--- src/rtl/reg_file_pkg.sv ---
// Shared definitions for the multi-port register file slice.
// Sweep FSM encoding and default geometry.
package reg_file_pkg;

  localparam int DATA_W_DEF = 32;
  localparam int ADDR_W_DEF = 5;
  localparam int NRD_DEF    = 2;

  typedef enum logic {
    IDLE  = 1'b0,
    CLEAR = 1'b1
  } rf_state_e;

endpackage

--- src/rtl/reg_file_scoreboard.sv ---
// Pending-write scoreboard: one bit per register, set at issue, cleared
// by writeback, flushed when a clear sweep starts.
module reg_file_scoreboard
  import reg_file_pkg::*;
#(
  parameter int ADDR_W = ADDR_W_DEF,
  parameter int NRD    = NRD_DEF
) (
  input  logic              clk,
  input  logic              reset,
  input  logic              set_en,
  input  logic [ADDR_W-1:0] set_addr,
  input  logic              clr_en,
  input  logic [ADDR_W-1:0] clr_addr,
  input  logic              flush,
  input  logic [NRD*ADDR_W-1:0] raddr,
  output logic [NRD-1:0]    pend
);

  localparam int DEPTH = 2 ** ADDR_W;

  logic [DEPTH-1:0] pend_q;
  logic [DEPTH-1:0] pend_d;

  // Set is applied after clear so a same-edge reserve wins.
  always_comb begin
    pend_d = pend_q;
    if (flush) begin
      pend_d = '0;
    end else begin
      if (clr_en) pend_d[clr_addr] = 1'b0;
      if (set_en) pend_d[set_addr] = 1'b1;
    end
    pend_d[0] = 1'b0;
  end

  always_ff @(posedge clk or negedge reset) begin
    if (!reset) begin
      pend_q <= '0;
    end else begin
      pend_q <= pend_d;
    end
  end

  always_comb begin
    pend = '0;
    for (int i = 0; i < NRD; i++) begin
      pend[i] = pend_q[raddr[i*ADDR_W +: ADDR_W]];
    end
  end

endmodule

--- src/rtl/reg_file_mp.sv ---
// Multi-read-port register file with issue scoreboard and clear sweep.
// Define REG_FILE_BYPASS_EN to forward same-cycle write data to readers.
module reg_file_mp
  import reg_file_pkg::*;
#(
  parameter int DATA_W = DATA_W_DEF,
  parameter int ADDR_W = ADDR_W_DEF,
  parameter int NRD    = NRD_DEF
) (
  input  logic                  clk,
  input  logic                  reset,
  input  logic                  we,
  input  logic [ADDR_W-1:0]     waddr,
  input  logic [DATA_W-1:0]     wdata,
  input  logic [NRD*ADDR_W-1:0] raddr,
  output logic [NRD*DATA_W-1:0] rdata,
  output logic [NRD-1:0]        rpend,
  input  logic                  rsv,
  input  logic [ADDR_W-1:0]     rsv_addr,
  input  logic                  clr_req,
  output logic                  clr_busy
);

  localparam int DEPTH = 2 ** ADDR_W;

  rf_state_e         state_q, state_d;
  logic [ADDR_W-1:0] cnt_q, cnt_d;
  logic [DATA_W-1:0] entry_q [DEPTH];
  logic [DATA_W-1:0] entry_d [DEPTH];

  logic              idle;
  logic              wr_en;
  logic              rsv_en;
  logic              flush;
  logic [NRD-1:0]    sb_pend;
  logic [ADDR_W-1:0] ra;

  assign idle     = (state_q == IDLE);
  assign wr_en    = idle && we && (waddr != '0);
  assign rsv_en   = idle && rsv && (rsv_addr != '0);
  assign flush    = idle && clr_req;
  assign clr_busy = (state_q == CLEAR);

  always_comb begin
    entry_d = entry_q;
    state_d = state_q;
    cnt_d   = cnt_q;
    unique case (state_q)
      IDLE: begin
        if (wr_en) entry_d[waddr] = wdata;
        if (clr_req) state_d = CLEAR;
      end
      CLEAR: begin
        entry_d[cnt_q] = '0;
        cnt_d = cnt_q + 1'b1;
        if (cnt_q == '1) state_d = IDLE;
      end
      default: state_d = IDLE;
    endcase
  end

  always_ff @(posedge clk or negedge reset) begin
    if (!reset) begin
      state_q <= IDLE;
      cnt_q   <= '0;
      for (int i = 0; i < DEPTH; i++) entry_q[i] <= '0;
    end else begin
      state_q <= state_d;
      cnt_q   <= cnt_d;
      entry_q <= entry_d;
    end
  end

  reg_file_scoreboard #(
    .ADDR_W (ADDR_W),
    .NRD    (NRD)
  ) u_sb (
    .clk      (clk),
    .reset    (reset),
    .set_en   (rsv_en),
    .set_addr (rsv_addr),
    .clr_en   (wr_en),
    .clr_addr (waddr),
    .flush    (flush),
    .raddr    (raddr),
    .pend     (sb_pend)
  );

  always_comb begin
    rdata = '0;
    rpend = '0;
    ra    = '0;
    for (int i = 0; i < NRD; i++) begin
      ra = raddr[i*ADDR_W +: ADDR_W];
      if (ra != '0) begin
        rdata[i*DATA_W +: DATA_W] = entry_q[ra];
        rpend[i] = sb_pend[i];
      end
`ifdef REG_FILE_BYPASS_EN
      if (wr_en && (ra == waddr)) begin
        rdata[i*DATA_W +: DATA_W] = wdata;
        rpend[i] = 1'b0;
      end
`endif
    end
  end

endmodule

--- config.mk ---
export PLATFORM = sky130hd
export DESIGN_NAME = reg_file_mp
export DESIGN_NICKNAME = d
export VERILOG_FILES = /design/src/rtl/reg_file_pkg.sv /design/src/rtl/reg_file_scoreboard.sv /design/src/rtl/reg_file_mp.sv
export SDC_FILE = /design/constraint.sdc
export NUM_CORES = 2
export LEC_CHECK = 0
export ABC_CLOCK_PERIOD_IN_PS = 3600
export BUFFER_PORTS_ARGS = -buffer_cell sky130_fd_sc_hd__buf_2
export CAP_MARGIN = 20
export CORE_UTILIZATION = 50
export DETAILED_ROUTE_END_ITERATION = 10
export PLACE_DENSITY = 0.66
export SKIP_LAST_GASP = 1
export SLEW_MARGIN = 20
export SYNTH_ARGS = -nofsm -noshare
export SYNTH_HDL_FRONTEND = slang
export SYNTH_HIERARCHICAL = 1
export SYNTH_SLANG_ARGS = --single-unit
--- constraint.sdc ---
create_clock -name clk -period 3.6 [get_ports clk]
set_clock_uncertainty 0.2 [all_clocks]
set_input_delay 0.36 -clock clk [delete_from_list [all_inputs] [get_ports clk]]
set_output_delay 0.36 -clock clk [all_outputs]
set_load 0.1 [all_outputs]
### After elaboration in Yosys (flattened, before gate mapping)

Index checks and enable logic that the tools add are counted.

| word-level totals | value |
|---|---|
| input bits | 57 |
| register bits after elaboration | 1061 |

| operators by class | value |
|---|---|
| $add $sub $neg | 1 |
| muxes and demuxes | 32 |
| bitwise gates (word level) | 10 |
| reduce and logical (&&, ||, !) cells | 13 |
| magnitude comparators | 12 |
| eq/ne operators | 2 |

Operators by type and width:

| operator | count |
|---|---|
| one-hot mux 1024 bit (2 select lines) | 1 |
| AND 1024 bit | 1 |
| bitwise mux 1024 bit | 1 |
| two-way mux 1024 bit | 1 |
| NOT 1024 bit | 1 |
| two-way mux 32 bit | 12 |
| binary-select mux 32 bit (select 5 bit) | 2 |
| demux 32 bit (select 5 bit) | 2 |
| AND 32 bit | 1 |
| NOT 32 bit | 1 |
| bitwise OR 32 bit | 1 |
| greater-or-equal comparator 6 bit, second input constant | 4 |
| less-than comparator 5 x 6 -> 1 bit, second input constant | 4 |
| NOT 5 -> 6 bit | 4 |
| nonzero test 5 bit | 4 |
| less-than comparator 6 x 1 -> 1 bit, second input constant | 2 |
| binary-select mux 1 bit (select 5 bit) | 2 |
| demux 1 bit (select 5 bit) | 2 |
| greater-or-equal comparator 5 x 1 -> 1 bit, second input constant | 2 |
| logical AND 1 bit | 9 |
| two-way mux 1 bit | 8 |
| adder 5 x 1 -> 5 bit, second input constant | 1 |
| equality test 5 bit, second input constant | 1 |
| inequality test 2 x 1 -> 1 bit, second input constant | 1 |
| other kinds (2) | 2 |

### Longest topological paths before layout

| depth | value |
|---|---|
| depth after elaboration | 11 |
| gate-level depth with buffers | 8 |
| depth with buffers taken out | 7 |

### By module

The synthesis kept the hierarchy.

By module, submodules not included:

| module | cells an instance | seq. area each (µm²) | instances | area each (µm²) |
|---|---|---|---|---|
| reg_file_mp | 3791 | 25774.7 | 1 | 53009.6 |
| reg_file_scoreboard | 230 | 775.7 | 1 | 1983.2 |

### Worst setup path after synthesis

Ideal clock, no wire load.

| timing path | value |
|---|---|
| kind | input port to output port |
| start | input port raddr[5] |
| end | output port rdata[38] |
| data required time | 3.040 ns |
| stages | 7 |
| data arrival time | 4.004 ns |
| slack | -0.964 ns |
| cells stage by stage | buf_2 inv_1 buf_2 clkbuf_1 clkbuf_1 o2111ai_1 a311oi_1 |

| between the ends | value |
|---|---|
| word-level cells in the longest chain between the ends | 5 |

Ends and longest elaborated chain:

| item | line | source |
|---|---|---|
| start, declared | reg_file_mp.sv:15 | `input logic [NRD*ADDR_W-1:0] raddr,` |
| NOT 5 -> 6 bit (implied by the code) | reg_file_mp.sv:96 | `rdata[i*DATA_W +: DATA_W] = entry_q[ra];` |
| binary-select mux 32 bit (select 5 bit) | reg_file_mp.sv:96 |  |
| two-way mux 32 bit (implied by the code) (2 in series) | reg_file_mp.sv:96 |  |
| two-way mux 32 bit * | reg_file_mp.sv:95 | `if (ra != '0) begin` |
| end, declared | reg_file_mp.sv:16 | `output logic [NRD*DATA_W-1:0] rdata,` |

Every way passes the cells marked *; elsewhere a longest branch is shown, timed or not. The select of a mux whose other input is x is not followed.

### Worst setup path in the final report

| timing path | value |
|---|---|
| start | register entry_q[557] in the netlist's numbering |
| end | output port rdata[13] |

| between the ends | value |
|---|---|
| word-level cells in the longest chain between the ends | 4 |

Ends and longest elaborated chain:

| item | line | source |
|---|---|---|
| start, declared | reg_file_mp.sv:28 | `logic [DATA_W-1:0] entry_q [DEPTH];` |
| start signal, assigned | reg_file_mp.sv:70 | `entry_q <= entry_d;` |
| binary-select mux 32 bit (select 5 bit) | reg_file_mp.sv:96 |  |
| two-way mux 32 bit (implied by the code) (2 in series) | reg_file_mp.sv:96 |  |
| two-way mux 32 bit | reg_file_mp.sv:95 |  |

Every way passes these cells. The select of a mux whose other input is x is not followed.

==> summary by stage <==
Critical path
The number of buffer and inverter instances along the worst setup path is 1. The stage delay of the slowest cell on the critical path is 0.62 ns. The maximum net fanout on the critical path is 3. The kind of end point of the critical path is an output port.

Data on the critical path is required at its endpoint by 3.04 ns. The startpoint identified for the worst register-to-register timing path is cnt_q[3]$_DFFE_PN0P_. The critical path's slowest cell is o21ai_0. STA classifies the critical path startpoint as a register. Among cell families on the critical path, the largest total delay comes from compound AO/OA/AOI/OAI gates. Walking the worst path, the cells encountered are mux4_2 > mux2_2 > o21ai_0 > a311oi_2 > buf_12. In this run the worst setup path begins at entry_q[557]$_DFFE_PN0P_. Data arrives at the worst endpoint at 2.91 ns. The setup path with the least slack is of type reg2out.

Timing
The achievable frequency is 0.288 GHz. After layout, the worst path uses 96.4% of the clock period. The relative slew slack is 27.5%. Setup violations remaining at the end of the flow were counted as 0. The count of pins over their slew limit is 0. The transition time at the pin with the least slew margin is 1.09 ns.

The hold violation count in the final report is 0. The minimum period implied by the final worst setup slack is 3.47 ns. The setup TNS after final layout is 0 ns. Hold is met by 0.0133 ns. Setup repair after global routing left no endpoint under its margin.

Pwr
The internal power consumption is 0.0262 W. The completed layout was analyzed and its total power is 0.0389 W. The net switching power is 0.0127 W. The clock network burns 31.5% of the power. IR analysis of the VDD net gives a maximum drop of 0.407 mV.

The relative contribution of combinational cells to total power is 26.8%. Dividing total power by cell area gives a power density of 609 mW/mm². Net switching is 32.6% of the power. The static leakage is 28.2 nW. The share of power burned in registers is 41.7%.

Clock tree
The number of buffers inserted during clock tree synthesis is 112. Clock latency on the worst-skew pair, taken at its later pin, is 0.71 ns. The clock sink count is 1,061. The number of buffers inserted for hold repair after clock tree synthesis is 10. The number of buffers on the longest clock path is 3. The clock-pin slew on the worst setup and hold paths is 0.06 ns. The CTS tree is yes.

The number of gates resized after CTS was 0. The root buffer cell chosen for the clock tree is clkbuf_16. The number of levels in the clock H-tree is 3. The number of setup buffers added after CTS is 0.

Synth
The post-synthesis async set-or-reset flop share is 100%. Among all flip-flop cells after synthesis, the most frequent one is dfrtp_1. The number of nets in the synthesized netlist is 4,083. The cell area after synthesis is 0.0550 mm². The cell taking the most area after synthesis is dfrtp_1. The yosys synthesis warning count is 6. The post-synthesis area per instance is 13.7 µm². The distinct cell type count of the synthesized netlist is 45. The area share of the largest cell type after synthesis is 48.3%. The number of standard cells after synthesis is 4,021. The sequential-to-total area share from yosys stat is 48.3%. The number of enable flip-flop cells after synthesis is 0. Counting flops and latches in the post-synthesis netlist gives 1,061. By area the synthesized netlist is led by dfrtp_1 (48%), mux4_2 (19%), a22o_1 (16%).

Floorplan
The die extent in y is 334 µm. The floorplan has 121 rows. The top-level port count is 124. The x dimension of the die is 334 µm. The die covers 0.111 mm². The floorplan step defined a core boundary enclosing 0.109 mm². Once the floorplan was initialized, standard cells occupied 50.4% of the core.

Layout
The area growth from synthesis to layout is 16.3%. The final design instance area without fill is 0.0639 mm². The share of cells above drive strength 1 is 30.2%. The net count reported at finish is 4,084.

Global routing
The number of antenna violations at the first check in global routing came to 14. The first global-routing pass estimated 315,000 µm of wire. Global routing finished with a remaining overflow of 0. The via count of the first global-routing pass was 43,681. The global routing usage summed across all routing layers is 39.2%.

The largest net degree at the start of global routing is 97.

Place
The half-perimeter wire length after placement is 130,000 µm. Routability-driven placement finished with a final weighted congestion of 0.910. The total cell area at the placement stage is 0.0600 mm².

In this run the tool buffered the top-level ports with 123 buffer cells.

Drt
The detailed-route via count is 43,583. After detailed routing, the number of vias per cell comes to 7.87. For this block, the initial DRC count from the detailed router was 6,230. Dividing the detail-routed wire length by the instance count gives 39.2 µm. The post-detailed-route count of antenna-violating nets is 0.

Before antenna repair, the detailed router went through 5 iterations. The count of unresolved DRC violations after routing is 0. After detailed routing, the total wire length is 217,000 µm.

Worst hold path
The worst hold-check path type is in2async.

Job
The number of violations of the max-capacitance limit is 0.

Run status
The run finished with clean final reports.
[synth_stat cells, types with 2 or more instances]
cell	instances
xnor2_1	2
nor2_1	19
nand3b_1	6
mux2_2	65
a221oi_1	47
and2_1	38
or2_2	3
nand4_1	3
buf_1	9
a211oi_1	66
o2111ai_1	19
a311oi_1	64
mux2i_1	146
a22oi_1	68
or3b_2	2
a22o_1	992
nor3b_1	6
a21oi_1	64
dfrtp_1	1061
nor3_2	14
o21ai_0	143
a31oi_1	4
or4_1	3
buf_4	16
nand2_1	79
nand3_1	10
and3b_1	2
nand2b_1	10
buf_2	176
and3_1	3
nor3_1	10
clkbuf_1	308
mux4_2	454
nor3_4	10
nor2b_1	78
o211ai_1	2
ha_1	5
inv_1	7
[stage by stage]
stage	setup WS [ns]	util [%]	std cells
after floorplan	0.105	-	4021
after global placement	0.274	55.0	5312
after detailed placement	0.275	55.0	5312
after CTS	0.228	58.6	5529
after global routing	0.103	58.6	5530
final	0.130	58.7	5536
[layout by cell type, fill, tap and decap left out, types with 12 or more instances in the layout]
cell type | synthesis | routed
a22oi_1 | 68 | 68
clkbuf_8 | 0 | 26
a21oi_1 | 64 | 37
mux4_2 | 454 | 454
a311oi_2 | 0 | 64
o2111ai_1 | 19 | 19
bufinv_16 | 0 | 12
o21ai_0 | 143 | 143
nor2_1 | 19 | 15
clkbuf_16 | 0 | 113
clkbuf_1 | 308 | 20
dfrtp_1 | 1061 | 1061
mux2_2 | 65 | 65
nor2b_1 | 78 | 73
and2_1 | 38 | 38
a211oi_1 | 66 | 66
a221oi_1 | 47 | 47
buf_2 | 176 | 48
mux2i_1 | 146 | 146
nor3_4 | 10 | 24
a21oi_4 | 0 | 27
buf_4 | 16 | 202
buf_12 | 0 | 130
nand2_1 | 79 | 78
clkinv_2 | 0 | 28
a22o_1 | 992 | 992
[registers in the layout, summed over array words and instances, names as in the netlist]
name,cells
entry_q,1024
u_sb/pend_q,31
cnt_q,5
clr_busy,1
[power groups by stage]
stage                     Combinational [W]  Sequential [W]  Clock (W)
after floorplan                     0.00677          0.0157          0
after global placement               0.0100          0.0162          0
after detailed placement             0.0102          0.0163          0
after CTS                            0.0102          0.0162     0.0123
after global routing                 0.0108          0.0165     0.0128
final                                0.0104          0.0162     0.0123
[worst paths after layout]
path,to,slack [ns],depth (start not counted)
min reg2reg,entry_q[1022]$_DFFE_PN0P_,0.30,1
min,entry_q[32]$_DFFE_PN0P_,0.01,2
max,rdata[13],0.13,5
min in group clk,entry_q[646]$_DFFE_PN0P_,0.05,2
max reg2reg,entry_q[596]$_DFFE_PN0P_,0.39,6
max in group asynchronous,entry_q[17]$_DFFE_PN0P_,2.14,3
[routing by layer]
layer	vias to the layer above	part of all wire [%]	track usage [%]	wire length (µm)
met1	22678	36	52.1	78900
met4	10	6.1	21.4	13300
met3	833	15	15.1	31800
li1	16353	-	-	-
met5	-	0.029	0	63
met2	3709	43	55.3	92700
[cell type report]
cell class              instances  area [µm²]
multi-input cells            2443       27200
repair buffers                397        4560
well taps                    1414        1770
clock buffers                 159        3260
diodes                          7        17.5
inverters                       7        28.8
flip-flops and latches       1061       26600
fillers                      8415       45100
clock inverters                48         587
[logic make-up (layout without fill, tap and decap cells)]
| kind of cell | Yosys count | count (layout) | synth area share (%) |
|---|---|---|---|
| AOI/OAI and AO/OA | 1470 | 1470 | 21.7 |
| DFF | 1061 | 1061 | 48.3 |
| muxes | 665 | 665 | 22.6 |
| buffers and inverters | 517 | 611 | 4.05 |
| and+or+nand+nor | 300 | 300 | 3.26 |
| adders and majority gates | 5 | 5 | 0.114 |
| xor gates and xnor gates | 3 | 3 | 0.0478 |
| other | 0 | 7 | 0 |
Power figures use the tool's default switching activity.
